$ cat src/rtl/reg_share_arb_pkg.sv
// rtl/reg_share_arb_pkg.sv - shared types and helpers for the shared-register arbiter
package reg_share_arb_pkg;

  // 2'd3 is not a named state; the FSM recovers from it to S_IDLE.
  typedef enum logic [1:0] {
    S_IDLE  = 2'd0,
    S_GRANT = 2'd1,
    S_ACK   = 2'd2
  } state_t;

  // Index width that stays at least one bit wide when there is a single requester.
  function automatic int idx_w(input int n);
    return (n > 1) ? $clog2(n) : 1;
  endfunction

endpackage

$ cat src/rtl/reg_share_arb_if.sv
// rtl/reg_share_arb_if.sv - requester-side bus of the shared-register arbiter
interface reg_share_arb_if #(
  parameter int N     = 4,
  parameter int WIDTH = 8
);
  logic [N-1:0]       req;
  logic [N-1:0]       wr;
  logic [N*WIDTH-1:0] wdata;
  logic [N-1:0]       gnt;
  logic [N-1:0]       ack;
  logic [WIDTH-1:0]   rdata;
  logic [WIDTH-1:0]   q;
  logic               busy;

  modport master (output req, wr, wdata, input gnt, ack, rdata, q, busy);
  modport slave  (input req, wr, wdata, output gnt, ack, rdata, q, busy);
endinterface

$ cat src/rtl/reg_share_arb_rr_pick.sv
// rtl/reg_share_arb_rr_pick.sv - combinational round-robin priority picker
// Searches req upward from ptr, wrapping N-1 to 0; the first asserted bit wins.
module rr_pick
  import reg_share_arb_pkg::*;
#(
  parameter  int N  = 4,
  localparam int IW = idx_w(N)
) (
  input  logic [N-1:0]  req,
  input  logic [IW-1:0] ptr,
  output logic [N-1:0]  win,
  output logic [IW-1:0] win_idx,
  output logic          any
);

  // One extra bit so ptr + k can exceed N-1 before the wrap subtraction.
  logic [IW:0] pos;

  always_comb begin
    win     = '0;
    win_idx = '0;
    any     = 1'b0;
    pos     = '0;
    for (int k = 0; k < N; k++) begin
      pos = {1'b0, ptr} + (IW+1)'(k);
      if (pos >= (IW+1)'(N)) begin
        pos = pos - (IW+1)'(N);
      end
      if (!any && req[pos[IW-1:0]]) begin
        any                = 1'b1;
        win[pos[IW-1:0]]   = 1'b1;
        win_idx            = pos[IW-1:0];
      end
    end
  end

endmodule

$ cat src/rtl/reg_share_arb.sv
// rtl/reg_share_arb.sv - round-robin sharing of one storage register among N requesters
// Each grant is one read or write access lasting three cycles: IDLE, GRANT, ACK.
module reg_share_arb
  import reg_share_arb_pkg::*;
#(
  parameter int N     = 4,
  parameter int WIDTH = 8
) (
  input  logic           clk,
  input  logic           clr,
  reg_share_arb_if.slave bus
);

  localparam int IW = idx_w(N);

  state_t           state;
  logic [IW-1:0]    ptr;
  logic [IW-1:0]    w;
  logic [N-1:0]     gnt_r;
  logic [N-1:0]     ack_r;
  logic [WIDTH-1:0] q_r;
  logic [WIDTH-1:0] rdata_r;

  logic [N-1:0]     win;
  logic [IW-1:0]    win_idx;
  logic             any;

  rr_pick #(.N(N)) u_pick (
    .req     (bus.req),
    .ptr     (ptr),
    .win     (win),
    .win_idx (win_idx),
    .any     (any)
  );

  always_ff @(posedge clk) begin
    if (clr) begin
      state   <= S_IDLE;
      ptr     <= '0;
      w       <= '0;
      gnt_r   <= '0;
      ack_r   <= '0;
      q_r     <= '0;
      rdata_r <= '0;
    end else begin
      case (state)
        S_IDLE: begin
          if (any) begin
            w     <= win_idx;
            gnt_r <= win;
            state <= S_GRANT;
          end
        end
        S_GRANT: begin
          // wr/wdata are only looked at here, so a requester may drop req after grant.
          if (bus.wr[w]) begin
            q_r <= bus.wdata[int'(w)*WIDTH +: WIDTH];
          end else begin
            rdata_r <= q_r;
          end
          ack_r <= gnt_r;
          state <= S_ACK;
        end
        S_ACK: begin
          ptr   <= (int'(w) == N-1) ? '0 : w + 1'b1;
          gnt_r <= '0;
          ack_r <= '0;
          state <= S_IDLE;
        end
        default: begin
          gnt_r <= '0;
          ack_r <= '0;
          state <= S_IDLE;
        end
      endcase
    end
  end

  assign bus.gnt   = gnt_r;
  assign bus.ack   = ack_r;
  assign bus.q     = q_r;
  assign bus.rdata = rdata_r;
  assign bus.busy  = (state != S_IDLE);

endmodule

$ cat src/flat_wrapper.sv
// flat-port wrapper written by rule: the top's interface ports become plain ports
module reg_share_arb_flat import reg_share_arb_pkg::*;
#(
  parameter int N     = 4,
  parameter int WIDTH = 8
)
  (clk, clr, bus_req, bus_wr, bus_wdata, bus_gnt, bus_ack, bus_rdata, bus_q, bus_busy);
  reg_share_arb_if #(.N(N), .WIDTH(WIDTH)) bus_i ();
  input  logic clk;
  input  logic clr;
  input wire logic [$bits(bus_i.req)-1:0] bus_req;
  input wire logic [$bits(bus_i.wr)-1:0] bus_wr;
  input wire logic [$bits(bus_i.wdata)-1:0] bus_wdata;
  output wire logic [$bits(bus_i.gnt)-1:0] bus_gnt;
  output wire logic [$bits(bus_i.ack)-1:0] bus_ack;
  output wire logic [$bits(bus_i.rdata)-1:0] bus_rdata;
  output wire logic [$bits(bus_i.q)-1:0] bus_q;
  output wire logic [$bits(bus_i.busy)-1:0] bus_busy;
  assign bus_i.req = bus_req;
  assign bus_i.wr = bus_wr;
  assign bus_i.wdata = bus_wdata;
  assign bus_gnt = bus_i.gnt;
  assign bus_ack = bus_i.ack;
  assign bus_rdata = bus_i.rdata;
  assign bus_q = bus_i.q;
  assign bus_busy = bus_i.busy;
  reg_share_arb #(.N(N), .WIDTH(WIDTH)) u_core (.clk(clk), .clr(clr), .bus(bus_i));
endmodule
$ cat config.mk
export PLATFORM = sky130hd
export DESIGN_NAME = reg_share_arb_flat
export DESIGN_NICKNAME = d
export VERILOG_FILES = /design/src/rtl/reg_share_arb_pkg.sv /design/src/rtl/reg_share_arb_if.sv /design/src/rtl/reg_share_arb_rr_pick.sv /design/src/rtl/reg_share_arb.sv /design/src/flat_wrapper.sv
export SDC_FILE = /design/constraint.sdc
export NUM_CORES = 1
export LEC_CHECK = 0
export BUFFER_PORTS_ARGS = -buffer_cell sky130_fd_sc_hd__buf_2
export CORE_MARGIN = 10
export CORE_UTILIZATION = 50
export DETAILED_ROUTE_END_ITERATION = 8
export HOLD_SLACK_MARGIN = 0.02
export PLACE_DENSITY = 0.78
export SYNTH_ARGS = -nofsm -noshare
export SYNTH_HDL_FRONTEND = slang
export SYNTH_SLANG_ARGS = --single-unit
$ cat constraint.sdc
create_clock -name clk -period 4.2 [get_ports clk]
set_input_delay 0.42 -clock clk [delete_from_list [all_inputs] [get_ports clk]]
set_output_delay 0.42 -clock clk [all_outputs]
set_load 0.02 [all_outputs]
Yosys cells after proc, flatten, opt, wreduce, memory -nomap -nowiden
Index checks and enable logic that the tools add are counted.
{"block": "word_totals", "reg_bits": 30, "inputBits": 42, "wordCells": 94}
{"block": "classes", "addsub": 8, "n_lt_le_gt_ge": 13, "n_eq_ne": 4, "n_shift": 1, "mux": 40, "n_bitwise": 5, "n_reduce_logical": 16}
{"op": "variable part select 32 x 6 -> 8 bit", "count": 1}
{"op": "2-to-1 mux 2 bit", "count": 10}
{"op": "2-to-1 mux 4 bit", "count": 5}
{"op": "case mux 4 bit (2 select lines)", "count": 2}
{"op": "less-than comparator 2 x 3 -> 1 bit (second input constant)", "count": 5}
{"op": "2-to-1 mux 1 bit", "count": 13}
{"op": "OR 4 bit", "count": 3}
{"op": "binary-select mux 1 bit (select 2 bit)", "count": 5}
{"op": "greater-or-equal comparator 3 bit (second input constant)", "count": 3}
{"op": "demux 1 bit (select 2 bit)", "count": 4}
{"op": "greater-or-equal comparator 2 x 1 -> 1 bit (second input constant)", "count": 4}
{"op": "AND reduction 2 bit", "count": 4}
{"op": "subtractor 2 x 1 -> 2 bit (second input constant)", "count": 4}
{"op": "logical AND 1 bit", "count": 7}
{"op": "adder 2 x 2 -> 3 bit (second input constant)", "count": 2}
{"op": "equality test 2 x 1 -> 1 bit (second input constant)", "count": 2}
{"op": "case mux 2 bit (2 select lines)", "count": 1}
{"op": "adder 2 x 1 -> 3 bit (second input constant)", "count": 1}
{"op": "greater-or-equal comparator 2 x 3 -> 1 bit (second input constant)", "count": 1}
{"op": "zero test 1 bit", "count": 3}
{"op": "adder 2 x 1 -> 2 bit (second input constant)", "count": 1}
{"op": "equality test 2 bit (second input constant)", "count": 1}
{"op": "zero test 2 bit", "count": 1}
{"op": "!= test 2 x 1 -> 1 bit (second input constant)", "count": 1}
{"op": "other kinds (2)", "count": 3}

Longest topological paths before layout
{"block": "logic_depth", "word_depth": 16, "depth_mapped": 10, "depth_no_buf": 7}

Cells and area by module
A second synthesis with hierarchy kept.
{"block": "hier_totals", "cells_unflattened": 188, "hier_area_um2": 1816.7}
{"module": "reg_share_arb", "n_inst": 1, "cells_each": 143, "area_per_inst_um2": 1395.1, "seq_area_each_um2": 600.6}
{"module": "rr_pick", "n_inst": 1, "cells_each": 45, "area_per_inst_um2": 421.7, "seq_area_each_um2": 0.0}

Least setup slack after synthesis
No wires, ideal clock.
{"block": "synth_path", "kind": "reg-to-reg", "from": "register u_core.ptr[0]", "to": "register u_core.gnt_r[2], in the netlist u_core.bus.gnt[2]", "setup_ps": 117, "arrival_ps": 2851, "required_ps": 4083, "setup_slack_ps": 1232, "path_stages_with_launch": 11, "path_cell_list": "dfxtp_1 clkbuf_1 inv_1 ha_1 buf_6 mux4_2 or2_1 or3_4 and2_4 buf_6 a22o_1"}
{"block": "synth_via", "elab_chain_cells": 16, "elab_cells_between_ends": 64, "classes_between": "add/sub: 7; order compare: 12; eq/ne: 1; mux: 30; bitwise: 3; reduce/logical: 11"}
{"item": "start: declaration", "line_no": "reg_share_arb.sv:17", "rtl": "logic [IW-1:0] ptr;"}
{"item": "start signal: assignment", "line_no": "reg_share_arb.sv:65", "rtl": "ptr <= (int'(w) == N-1) ? '0 : w + 1'b1;"}
{"item": "parallel branches: the longest is 16 deep, another holds adder 2 x 1 -> 3 bit"}
{"item": "end signal: assignment", "line_no": "reg_share_arb.sv:50", "rtl": "gnt_r <= win;"}
{"item": "end: declaration", "line_no": "reg_share_arb.sv:19", "rtl": "logic [N-1:0] gnt_r;"}
Several ways; the timed one is not identified. The select of a mux whose other input is x is not followed.
A chain may end at the register's enable or synchronous reset.

Worst setup path after layout
{"block": "layout_path", "from": "register u_core.ptr[1]", "to": "register u_core.gnt_r[3], in the netlist u_core.bus.gnt[3]"}
The elaborated chain is that of the path after synthesis.

==> results.json <==
{
  "dr.first_iter.drc_count": 86,
  "yosysSeqAreaShare": 0.310,
  "end_kind": "flop",
  "placed_area_sq_um": 2230,
  "drt_wl_total_um": 4840,
  "vdd_drop_max_v": 0.000156,
  "antenna_found_initial": 0,
  "cts_buffer_depth": 2,
  "cts_sinks": 30,
  "cts_buffers": 5,
  "relSlewSlack": 0.382,
  "top_layer": "met4",
  "rows": 22,
  "io_pins": 67,
  "setup_tns_ps": 0,
  "hold_viol_final": 0,
  "ys.warnings.count": 0,
  "drtPass1Iterations": 4,
  "power_density_nw_per_um2": 337,
  "syn-cell-area_sq_um": 1940,
  "hold_buffers": 0,
  "fmax_ghz": 0.331,
  "grt_pass1_vias": 1657,
  "htree_num_levels": 2,
  "worst_pin_slew_ps": 923,
  "gp_congestion": 0.868,
  "required_ps": 4420,
  "routedWlPerCell_um": 16.1,
  "io_buffer_count": 66,
  "die_h_um": 82.2,
  "cp.arrival_ps": 3240,
  "hold_path_depth": 2,
  "ys_types": 37,
  "r2r_end": "u_core.bus.gnt[3]",
  "die_area_sq_um": 6760,
  "hold_start": "u_core.bus.rdata[3]",
  "core-area_sq_um": 3720,
  "vias": 1679,
  "cts_setup_buffers": 0,
  "grt_max_degree": 26,
  "gr-total-overflow": 0,
  "post-route-drc-count": 0,
  "mostFrequentLayoutCells": "66 x buf_2, 30 x dfxtp_1, 28 x nor2_1, 28 x mux2i_1, 12 x nand2_1",
  "crit_fanout": 13,
  "skew_ps": 8.73,
  "period_share": 0.719,
  "critPathLaunchType": "flop",
  "rrSetupSlack_ps": 1180,
  "syn2layout_area_growth_pct": 19.5,
  "p_leak_uw": 0.00106,
  "clock_latency_ps": 280,
  "nets": 303,
  "synth_cells": 193,
  "hp-class": "flop to flop",
  "n_antenna_cell": 0,
  "viasPerCell": 5.58,
  "place_hpwl_um": 3740,
  "die_w_um": 82.2,
  "stdcell_area_sq_um": 2310,
  "cts_tree": "built",
  "dr_wl_met3_um": 320,
  "nFillCells": 311,
  "post_cts_resize_count": 0,
  "start_util": 0.521,
  "avgSynthCellArea_sq_um": 10.0,
  "drt-met1-wl_um": 2040,
  "path_clk_slew_ps": 60,
  "track_usage": 0.148,
  "drv_slew": 0,
  "status": "finished clean",
  "finalSetupViolCount": 0,
  "r2r_start": "u_core.ptr[1]",
  "synth_seq_cells": 30,
  "min_to": "u_core.bus.rdata[3]",
  "path_class": "flop to flop",
  "grt_setup_unrepaired": "no",
  "dr_wl_met2_um": 2440,
  "final_layout_size_suffix_gt1_frac": 0.372,
  "r2r_cells": 7,
  "drtAntennaViolNets": 0,
  "grt_pass1_wl_um": 7940,
  "cts-root-buf": "clkbuf_8",
  "period_needed_ps": 3020,
  "synth_fp_nets": 243,
  "layout_commonest_cell": "buf_2",
  "drv_cap": 0
}
-- logic make-up (layout without fill, tap and decap cells) --
kind of cell,Yosys count,in the layout,synth area share
compound gates,35,35,0.133
mux,42,42,0.300
buf+inv,20,80,0.0633
simple gates,58,58,0.142
fa+ha+maj,8,8,0.0517
flops,30,30,0.310
-- worst max-delay path by stage --
stage	from	end	cells past startpoint
2_1_floorplan	u_core.ptr[0]	u_core.bus.gnt[2]	10
4_1_cts	u_core.ptr[1]	u_core.bus.gnt[3]	7
6_report	u_core.ptr[1]	u_core.bus.gnt[3]	7
3_3_place_gp	u_core.ptr[1]	u_core.bus.gnt[1]	7
5_1_grt	u_core.ptr[1]	u_core.bus.gnt[2]	7
3_5_place_dp	u_core.ptr[1]	u_core.bus.gnt[3]	7
-- flip-flops by register name (all words and copies together) (netlist names) --
| signal | cells |
|---|---|
| u_core.bus.q | 8 |
| u_core.bus.rdata | 8 |
| u_core.bus.ack | 4 |
| u_core.bus.gnt | 4 |
| u_core.ptr | 2 |
| u_core.state | 2 |
| u_core.w | 2 |
-- power by group --
part | internal (uW) | switching [uW]
Clock | 111 | 102
Combinational | 115 | 116
Sequential | 305 | 31.1
Total | 531 | 249
-- stage by stage --
stage / total power (uW) / utilization / hold WS, ps / instances / setup WS [ps]
after detailed placement: 573 / 0.601 / 484 / 294 / 1210
after global routing: 823 / 0.622 / 535 / 301 / 1040
final: 780 / 0.622 / 496 / 301 / 1180
after CTS: 784 / 0.622 / 498 / 301 / 1180
after floorplan: 516 / - / 566 / 193 / 1230
after global placement: 568 / 0.601 / 467 / 294 / 1300
-- cell usage after synthesis, drive strengths merged --
cell type   n  area [sq um]
dfxtp      30           601
mux2i      28           280
nor2       28           105
mux4       12           278
nand2      12          45.0
clkbuf      8          40.0
ha          8           100
buf         6          60.1
inv         6          22.5
nand2b      5          31.3
o22ai       5          31.3
a21oi       4          20.0
a22o        4          35.0
a31o        4          35.0
nor2b       4          25.0
o21ai       4          20.0
o2bb2ai     4          35.0
a221oi      3          26.3
mux2        2          22.5
o211ai      2          15.0
or2         2          12.5
or3         2          17.5
a2111oi     1          8.76
a311oi      1          8.76
a31oi       1          6.26
and2        1          8.76
and2b       1          8.76
nand3b      1          7.51
nor3        1          5.00
nor3b       1          7.51
o221ai      1          8.76
o31ai       1          7.51
-- metal layers --
metal | track usage | vias up
li1 | - | 826
met1 | 0.174 | 803
met2 | 0.257 | 48
met3 | 0.0346 | 2
met4 | 0.0510 | 0
met5 | 0 | -
-- area by class of cell --
class / count / area, sq um / share of cell area
Multi-Input combinational cell: 143 / 1210 / 0.524
Sequential cell: 30 / 601 / 0.260
Timing Repair Buffer: 67 / 338 / 0.146
Clock buffer: 5 / 68.8 / 0.0298
Tap cell: 48 / 60.1 / 0.0260
Inverter: 6 / 22.5 / 0.00974
Clock inverter: 2 / 10.0 / 0.00433
-- worst max-delay path: stages (launching register included) --
cell and delay (ps):
dfxtp_1 610, inv_1 170, ha_1 510, mux4_2 570, or2_1 260, or3_4 360, a21oi_1 290, a22o_1 190
Power figures use the tool's default switching activity.
